===== src/rtl/lfsr_game_pkg.sv =====
// Purpose: shared constants, FSM state type and length helper for the LFSR pattern buffer.
// Latency: n/a (declarations only).
// Backpressure: n/a.
package lfsr_game_pkg;

  localparam int DEPTH  = 16;              // max pattern length (entries)
  localparam int SYM_W  = 2;               // symbol width, taken from lfsr_out LSBs
  localparam int LEN_W  = 5;               // len width; 2**LEN_W > DEPTH
  localparam int LFSR_W = 7;               // LFSR state width
  localparam int ADDR_W = $clog2(DEPTH);   // pattern memory address width

  typedef enum logic [1:0] {
    IDLE = 2'd0,
    FILL = 2'd1,
    PLAY = 2'd2
  } state_e;

  // A zero or oversize request means "fill the whole memory".
  function automatic logic [LEN_W-1:0] eff_len(input logic [LEN_W-1:0] len);
    if (len == '0 || len > LEN_W'(DEPTH)) begin
      eff_len = LEN_W'(DEPTH);
    end else begin
      eff_len = len;
    end
  endfunction

endpackage


===== src/rtl/lfsr_pattern_buffer_mem.sv =====
// Purpose: DEPTH x SYM_W register file holding the captured pattern.
// Latency: write lands on the clock edge; read is combinational from raddr.
// Backpressure: none; no reset, contents are undefined until written.
// Ports: clk; we/waddr/wdata synchronous write port; raddr/rdata read port.
module pattern_mem #(
  parameter int DEPTH  = 16,
  parameter int SYM_W  = 2,
  parameter int ADDR_W = 4
) (
  input  logic              clk,
  input  logic              we,
  input  logic [ADDR_W-1:0] waddr,
  input  logic [SYM_W-1:0]  wdata,
  input  logic [ADDR_W-1:0] raddr,
  output logic [SYM_W-1:0]  rdata
);

  logic [SYM_W-1:0] mem_q [DEPTH];

  always_ff @(posedge clk) begin
    if (we) begin
      mem_q[waddr] <= wdata;
    end
  end

  assign rdata = mem_q[raddr];

endmodule


===== src/rtl/lfsr_pattern_buffer.sv =====
// Purpose: enables the LFSR for L cycles, captures one symbol per cycle, then streams the pattern out (replayable).
// Latency: FILL lasts exactly L cycles; first out_valid the cycle after the last capture; one symbol per cycle when ready.
// Backpressure: out_valid/out_ready; out_sym held stable while stalled; start/replay ignored while busy.
// Ports: clk, rst_n (sync, active-low); lfsr_out/lfsr_complete in, lfsr_enable out;
//        start/replay/len control; out_valid/out_ready/out_sym stream; busy, done, wrap_seen, pat_len status.
module lfsr_pattern_buffer
  import lfsr_game_pkg::*;
(
  input  logic              clk,
  input  logic              rst_n,
  input  logic [LFSR_W-1:0] lfsr_out,
  input  logic              lfsr_complete,
  output logic              lfsr_enable,
  input  logic              start,
  input  logic              replay,
  input  logic [LEN_W-1:0]  len,
  output logic              out_valid,
  input  logic              out_ready,
  output logic [SYM_W-1:0]  out_sym,
  output logic              busy,
  output logic              done,
  output logic              wrap_seen,
  output logic [LEN_W-1:0]  pat_len
);

  state_e             state_q, state_d;
  logic [LEN_W-1:0]   wr_idx_q, wr_idx_d;
  logic [LEN_W-1:0]   rd_idx_q, rd_idx_d;
  logic [LEN_W-1:0]   len_q, len_d;
  logic [LEN_W-1:0]   pat_len_q, pat_len_d;
  logic               wrap_seen_q, wrap_seen_d;
  logic               out_valid_q, out_valid_d;
  logic [SYM_W-1:0]   out_sym_q, out_sym_d;
  logic               done_q, done_d;

  logic               mem_we;
  logic [ADDR_W-1:0]  mem_raddr;
  logic [SYM_W-1:0]   mem_rdata;
  logic [SYM_W-1:0]   cap_sym;
  logic [LEN_W-1:0]   rd_idx_next;

  // Upper LFSR bits are not part of the symbol.
  logic lfsr_out_unused;
  assign lfsr_out_unused = ^lfsr_out[LFSR_W-1:SYM_W];

  assign cap_sym     = lfsr_out[SYM_W-1:0];
  assign rd_idx_next = rd_idx_q + LEN_W'(1);

  pattern_mem #(
    .DEPTH  (DEPTH),
    .SYM_W  (SYM_W),
    .ADDR_W (ADDR_W)
  ) u_mem (
    .clk   (clk),
    .we    (mem_we),
    .waddr (wr_idx_q[ADDR_W-1:0]),
    .wdata (cap_sym),
    .raddr (mem_raddr),
    .rdata (mem_rdata)
  );

  always_comb begin
    state_d     = state_q;
    wr_idx_d    = wr_idx_q;
    rd_idx_d    = rd_idx_q;
    len_d       = len_q;
    pat_len_d   = pat_len_q;
    wrap_seen_d = wrap_seen_q;
    out_valid_d = out_valid_q;
    out_sym_d   = out_sym_q;
    done_d      = 1'b0;
    mem_we      = 1'b0;
    // Read port looks one entry ahead so the next symbol is registered with no bubble.
    mem_raddr   = rd_idx_next[ADDR_W-1:0];

    case (state_q)
      IDLE: begin
        if (start) begin
          state_d     = FILL;
          len_d       = eff_len(len);
          wr_idx_d    = '0;
          wrap_seen_d = 1'b0;
          pat_len_d   = '0;
        end else if (replay && pat_len_q != '0) begin
          state_d     = PLAY;
          rd_idx_d    = '0;
          mem_raddr   = '0;
          out_valid_d = 1'b1;
          out_sym_d   = mem_rdata;
        end
      end

      FILL: begin
        mem_we      = 1'b1;
        wr_idx_d    = wr_idx_q + LEN_W'(1);
        wrap_seen_d = wrap_seen_q | lfsr_complete;
        if (wr_idx_q == len_q - LEN_W'(1)) begin
          state_d     = PLAY;
          pat_len_d   = len_q;
          rd_idx_d    = '0;
          mem_raddr   = '0;
          out_valid_d = 1'b1;
          // With L=1, entry 0 is being written on this very edge: bypass the memory.
          out_sym_d   = (wr_idx_q == '0) ? cap_sym : mem_rdata;
        end
      end

      PLAY: begin
        if (out_valid_q && out_ready) begin
          if (rd_idx_q == pat_len_q - LEN_W'(1)) begin
            state_d     = IDLE;
            rd_idx_d    = '0;
            out_valid_d = 1'b0;
            out_sym_d   = '0;
            done_d      = 1'b1;
          end else begin
            rd_idx_d  = rd_idx_next;
            out_sym_d = mem_rdata;
          end
        end
      end

      default: begin
        state_d     = IDLE;
        out_valid_d = 1'b0;
        out_sym_d   = '0;
      end
    endcase
  end

  always_ff @(posedge clk) begin
    if (!rst_n) begin
      state_q     <= IDLE;
      wr_idx_q    <= '0;
      rd_idx_q    <= '0;
      len_q       <= '0;
      pat_len_q   <= '0;
      wrap_seen_q <= 1'b0;
      out_valid_q <= 1'b0;
      out_sym_q   <= '0;
      done_q      <= 1'b0;
    end else begin
      state_q     <= state_d;
      wr_idx_q    <= wr_idx_d;
      rd_idx_q    <= rd_idx_d;
      len_q       <= len_d;
      pat_len_q   <= pat_len_d;
      wrap_seen_q <= wrap_seen_d;
      out_valid_q <= out_valid_d;
      out_sym_q   <= out_sym_d;
      done_q      <= done_d;
    end
  end

  assign lfsr_enable = (state_q == FILL);
  assign busy        = (state_q != IDLE);
  assign out_valid   = out_valid_q;
  assign out_sym     = out_sym_q;
  assign done        = done_q;
  assign wrap_seen   = wrap_seen_q;
  assign pat_len     = pat_len_q;

endmodule


===== config.mk =====
export PLATFORM = sky130hd
export DESIGN_NAME = lfsr_pattern_buffer
export DESIGN_NICKNAME = d
export VERILOG_FILES = /design/src/rtl/lfsr_game_pkg.sv /design/src/rtl/lfsr_pattern_buffer_mem.sv /design/src/rtl/lfsr_pattern_buffer.sv
export SDC_FILE = /design/constraint.sdc
export NUM_CORES = 1
export LEC_CHECK = 0
export BUFFER_PORTS_ARGS = -buffer_cell sky130_fd_sc_hd__buf_4
export CAP_MARGIN = 15
export CORE_AREA = 2 2 87 89
export DETAILED_ROUTE_END_ITERATION = 12
export DIE_AREA = 0 0 89 91
export GPL_TIMING_DRIVEN = 0
export PLACE_DENSITY = 0.65
export RECOVER_POWER = 100
export SLEW_MARGIN = 40
export SYNTH_ARGS = -nofsm -noshare
export SYNTH_HDL_FRONTEND = slang
export SYNTH_SLANG_ARGS = --single-unit

===== constraint.sdc =====
create_clock -name clk -period 2.51 [get_ports clk]
set_input_delay 0.251 -clock clk [delete_from_list [all_inputs] [get_ports clk]]
set_output_delay 0.251 -clock clk [all_outputs]
set_load 0.05 [all_outputs]

After elaboration in Yosys (flattened, before gate mapping)
Memory sizes are Yosys's and may differ from the RTL's.
Index checks and enable logic that the tools add are counted.
Word-level totals
  register bits after elaboration: 27
  bits in writable memories: 32
  input port bits: 18
  output and inout bits: 12
  word-level logic and storage cells: 85
  memories: 1
Operators by class
  $add $sub $neg: 4
  $lt $le $gt $ge: 1
  eq/ne operators: 11
  muxes and demuxes: 40
  bitwise logic cells: 1
  reductions and logical operators: 18
Memories
  u_mem.mem_q: depth 16, bits a word 2, rd ports 1, clocked after Yosys merged registers in 0, write ports 1, line lfsr_pattern_buffer_mem.sv:18  | logic [SYM_W-1:0] mem_q [DEPTH];
Operator list (number)
  $mux W5: 8
  $mux W2: 11
  $pmux W5 S2: 2
  $pmux W5 S3: 1
  $mux W4: 3
  $pmux W2 S3: 2
  $add A5 B1 Y5 const B: 2
  $eq A5 B5 Y1: 2
  $logic_not A5 Y1: 2
  $mux W1: 10
  $ne A2 B2 Y1 const B: 5
  $reduce_and A5 Y1: 2
  $sub A5 B1 Y5 const B: 2
  $pmux W4 S2: 1
  $reduce_and A4 Y1: 2
  $reduce_and A3 Y1: 2
  $gt A5 B5 Y1 const B: 1
  $reduce_bool A5 Y1: 1
  $reduce_and A2 Y1: 2
  $reduce_bool A2 Y1: 2
  $ne A3 B3 Y1 const B: 1
  $pmux W1 S3: 1
  $reduce_bool A3 Y1: 1
  $eq A2 B1 Y1 const B: 1
  other kinds (7): 8

Depth between registers and ports, before layout
An unclocked memory read counts as a cell.
  depth after elaboration: 9
  mapped depth: 9
  mapped depth without buffers: 8

By module
Synthesis repeated with hierarchy kept, for this count alone.
Second synthesis, totals
  cells, all modules: 274
  area, all modules: 2937.8 sq um
By module, submodules not included
  lfsr_pattern_buffer: times used 1, cells each 198, area each 1597.8 sq um, seq. area each 540.5 sq um
  pattern_mem: times used 1, cells each 76, area each 1340.0 sq um, seq. area each 960.9 sq um

Worst setup path after synthesis
Ideal clock, no wire load.
  path type: register to register
  start: register pat_len_q[0], in the netlist pat_len[0]
  end: register out_sym_q[1], in the netlist out_sym[1]
  library setup time: 131 ps
  arrival time: 2243 ps
  data required time: 2379 ps
  path slack: 136 ps
  stages on the path, launching flop included: 10
  buffers on the path: 1
  period minus slack after synthesis: 2374 ps
  cells stage by stage: dfxtp_1 inv_1 ha_1 nor4b_2 or3_1 clkbuf_2 nand2b_1 and3_1 o221ai_1 a311oi_1
Between the ends
  cells in the longest elaborated chain, start to end: 9
  elaborated cells on any way between the ends: 17
  those cells by class: add/sub (1); eq/ne (2); mux (10); reduce/logical (3); memory (1)
RTL lines
  from (decl): line lfsr_pattern_buffer.sv:30  | logic [LEN_W-1:0] pat_len_q, pat_len_d;
  from (signal assigned): line lfsr_pattern_buffer.sv:147  | pat_len_q <= pat_len_d;
  $reduce_bool A5 Y1: line lfsr_pattern_buffer.sv:84  | end else if (replay && pat_len_q != '0) begin
  $logic_and A1 B1 Y1: line lfsr_pattern_buffer.sv:84
  $mux W4: line lfsr_pattern_buffer.sv:84
  $mux W4: line lfsr_pattern_buffer.sv:78  | if (start) begin
  $pmux W4 S2: line lfsr_pattern_buffer.sv:76  | case (state_q)
  $mem_v2 Z16 W2
  $mux W2, on equally long branches: line lfsr_pattern_buffer.sv:110, lfsr_pattern_buffer.sv:84, lfsr_pattern_buffer.sv:104
  $mux W2, on equally long branches: line lfsr_pattern_buffer.sv:109, lfsr_pattern_buffer.sv:78, lfsr_pattern_buffer.sv:97
  $pmux W2 S3: line lfsr_pattern_buffer.sv:76
  to (signal assigned): line lfsr_pattern_buffer.sv:150  | out_sym_q <= out_sym_d;
  to (decl): line lfsr_pattern_buffer.sv:33  | logic [SYM_W-1:0] out_sym_q, out_sym_d;
Several ways; a longest one is shown, not always the timed one. The select of a mux whose other input is x is not followed.
A chain may end at the register's enable or synchronous reset.

Final worst setup path
  start: register len_q[0]
  end: register out_sym_q[0], in the netlist out_sym[0]
Between the ends
  cells in the longest elaborated chain, start to end: 8
  elaborated cells on any way between the ends: 14
  those cells by class: add/sub (1); eq/ne (2); mux (9); reduce/logical (1); memory (1)
RTL lines
  from (decl): line lfsr_pattern_buffer.sv:29  | logic [LEN_W-1:0] len_q, len_d;
  from (signal assigned): line lfsr_pattern_buffer.sv:146  | len_q <= len_d;
  $sub A5 B1 Y5 (*): line lfsr_pattern_buffer.sv:97  | if (wr_idx_q == len_q - LEN_W'(1)) begin
  $eq A5 B5 Y1 (*): line lfsr_pattern_buffer.sv:97
  $mux W4: line lfsr_pattern_buffer.sv:97
  $pmux W4 S2: line lfsr_pattern_buffer.sv:76
  $mem_v2 Z16 W2
  $mux W2, on equally long branches: line lfsr_pattern_buffer.sv:110, lfsr_pattern_buffer.sv:84, lfsr_pattern_buffer.sv:104
  $mux W2, on equally long branches: line lfsr_pattern_buffer.sv:109, lfsr_pattern_buffer.sv:78, lfsr_pattern_buffer.sv:97
  $pmux W2 S3: line lfsr_pattern_buffer.sv:76
Mark *: on every way between the ends. The rest lies on a longest branch, timed or not. The select of a mux whose other input is x is not followed.

==> flow_summary.json <==
{
  "drt_iter0_drc": 144,
  "synthTopCellsByArea": "edfxtp_1 30%, dfxtp_1 17%, ha_1 3.6%",
  "ys.flop_type": "edfxtp_1",
  "clock.fmax_mhz": 430,
  "final.period_utilization": 0.926,
  "dpl.cell_count": 433,
  "wl_per_cell_um": 15.9,
  "design.die.area_um2": 8100,
  "syn_inst": 310,
  "ys_warn_count": 0,
  "clock_skew_ns": 0.00877,
  "numCtsBuffers": 9,
  "wirelength_mm": 7.17,
  "die_w_um": 89,
  "p_leak_nw": 1.21,
  "via_per_inst": 5.49,
  "synth_fp_nets": 337,
  "powerDensity_nw_per_um2": 558,
  "yosysMostFrequentCell": "edfxtp_1",
  "cts-root-buf": "clkbuf_8",
  "startpoint_type": "register",
  "final_area_um2": 3640,
  "critical_path.cell_chain": "inv_1 > ha_1 > xnor2_1 > a211oi_2 > buf_4 > o2111ai_2 > a211o_1 > a41oi_2 > a31oi_1",
  "ioPinCount": 30,
  "dp_hpwl_mm": 5.20,
  "drive_above_1_share": 0.174,
  "outcome": "finished, final reports clean",
  "syn_avg_cell_area_um2": 10.2,
  "fill_cells": 684,
  "worstMarginPinSlew_ns": 0.717,
  "place_congestion": 0.839,
  "antenna_cells": 0,
  "cp-end-kind": "register",
  "grt.total_usage": 0.192,
  "synth_edf_count": 32,
  "drt_pre_antenna_iters": 5,
  "io_buffer_count": 24,
  "synth_area_um2": 3170,
  "grt_pass1_vias": 2360,
  "netlist_top_cells_count": "32 x edfxtp_1, 29 x nor2_1, 28 x nand2_1",
  "fp.dieH_um": 91,
  "crit_fanout": 6,
  "period_needed_ns": 2.32,
  "seq_area_um2": 1500,
  "hold_buffers": 0,
  "grt_max_degree": 18,
  "cts_num_sinks": 59,
  "drc": 0,
  "clk_latency_ns": 0.34,
  "multi_input_area_um2": 1550,
  "place_area_um2": 3470,
  "start_util": 0.444,
  "cp.required_ns": 2.73,
  "clock_path_buffers": 2,
  "cp_slowest_cell": "dfxtp_1",
  "critical_path.max_stage_delay_ns": 0.44,
  "setup_viol": 0,
  "async_flop_share": 0,
  "critical_path_class": "register to register",
  "fp-row-count": 31,
  "synth_cell_types": 66,
  "final_cell_count_no_fill": 450,
  "netlist.area_leader.share": 0.303,
  "rsz0062_at_grt": "false",
  "ant_nets": 0,
  "area_growth_pct": 14.8,
  "finalHoldViolCount": 0,
  "cp.arrival_ns": 2.55,
  "synth_seq_cells": 59,
  "grt_antenna_before_repair": 0,
  "maxCapViolations": 0,
  "htreeDepth": 3,
  "relSlewSlack": 0.522,
  "yosysTopAreaCell": "edfxtp_1",
  "hold_class": "primary input to register",
  "dr_total_vias": 2470,
  "ir_drop_mv": 0.278,
  "cts_tree": "built",
  "final_net_count": 373,
  "overflow": 0,
  "yosysSeqAreaShare": 0.474,
  "tns_ns": 0,
  "drv_slew": 0,
  "grt_pass1_wl_mm": 11.9,
  "path_clk_slew_ns": 0.07,
  "fp.coreArea_um2": 7140
}
## sequential cells by signal, summed over array words and instances (netlist names)
| register | cells |
|---|---|
| out_valid | 1 |
| state_q | 2 |
| rd_idx_q | 5 |
| u_mem.mem_q | 32 |
| wr_idx_q | 5 |
| len_q | 5 |
| out_sym | 2 |
| done | 1 |
| wrap_seen | 1 |
| pat_len | 5 |
## layout make-up
type / instances / share of cell area
Multi-Input combinational cell: 222 / 0.427
Sequential cell: 59 / 0.413
Timing Repair Buffer: 25 / 0.0382
Clock buffer: 9 / 0.0340
Tap cell: 99 / 0.0340
Buffer: 16 / 0.0220
Clock inverter: 7 / 0.0189
Inverter: 13 / 0.0134
## cells by family (layout without fill, tap and decap cells)
logic type | after synthesis | count (layout) | share of synthesized area
mux | 10 | 10 | 0.0485
fa+ha+maj | 9 | 9 | 0.0355
xor+xnor | 18 | 18 | 0.0545
flops | 59 | 59 | 0.474
buf+inv | 29 | 70 | 0.0406
compound gates | 66 | 66 | 0.151
simple gates | 119 | 119 | 0.197
## per-stage QoR
stage | total power (W) | hold slack, ns | worst slack (ns) | util
finish | 0.00203 | 0.155 | 0.185 | 0.510
global route | 0.00210 | 0.164 | 0.0281 | 0.510
CTS | 0.00205 | 0.143 | 0.0815 | 0.514
detailed placement | 0.00121 | 0.494 | 0.0933 | 0.487
global placement | 0.00120 | 0.473 | 0.103 | 0.487
floorplan | 0.00115 | 0.350 | 0.136 | -
## placed cells by master, fill, tap and decap left out, types with 9 or more instances in the layout
cell type and n:
a21oi_1 21, buf_4 13, clkbuf_1 20, clkbuf_8 9, dfxtp_1 27, edfxtp_1 32, ha_1 9, inv_1 12
nand2_1 28, nand3_1 17, nor2_1 29, o211ai_1 9, xnor2_1 9
## report_power, final
| group | switching, W | leakage (nW) | internal, W |
|---|---|---|---|
| clock | 0.000392 | 0.0950 | 0.000454 |
| combinational | 0.0000953 | 0.609 | 0.0000484 |
| sequential | 0.0000119 | 0.507 | 0.00103 |
| total | 0.000499 | 1.21 | 0.00153 |
## worst max-delay path: cells and delay by family, from the launching register on
family          cells  cell delay [ns]
fa+ha+maj           1             0.30
buf+inv             2             0.24
flops               1             0.44
xor+xnor            1             0.13
compound gates      5             1.09
## routing by layer
layer  global-route usage  up-vias  wire, µm
li1                     -     1220         -
met1                0.268     1197      3400
met2                0.293       44      3420
met3               0.0364        9       249
met4               0.0784        0       102
met5                    0        -         0
## what timing repair did
item	CTS	global route
gates resized for setup	0	2
buffers inserted	0	1
endpoints found under the setup margin	0	7
## path summary, 6_finish.rpt
check	from	to	slack (ns)	cells past startpoint
setup / recovery	len_q[0]	out_sym[0]	0.19	9
hold / removal	lfsr_complete	wrap_seen	0.15	3
setup reg to reg	len_q[0]	out_sym[0]	0.19	9
hold reg to reg	len_q[1]	pat_len[1]	0.50	2
(Power assumes the default switching activity.)
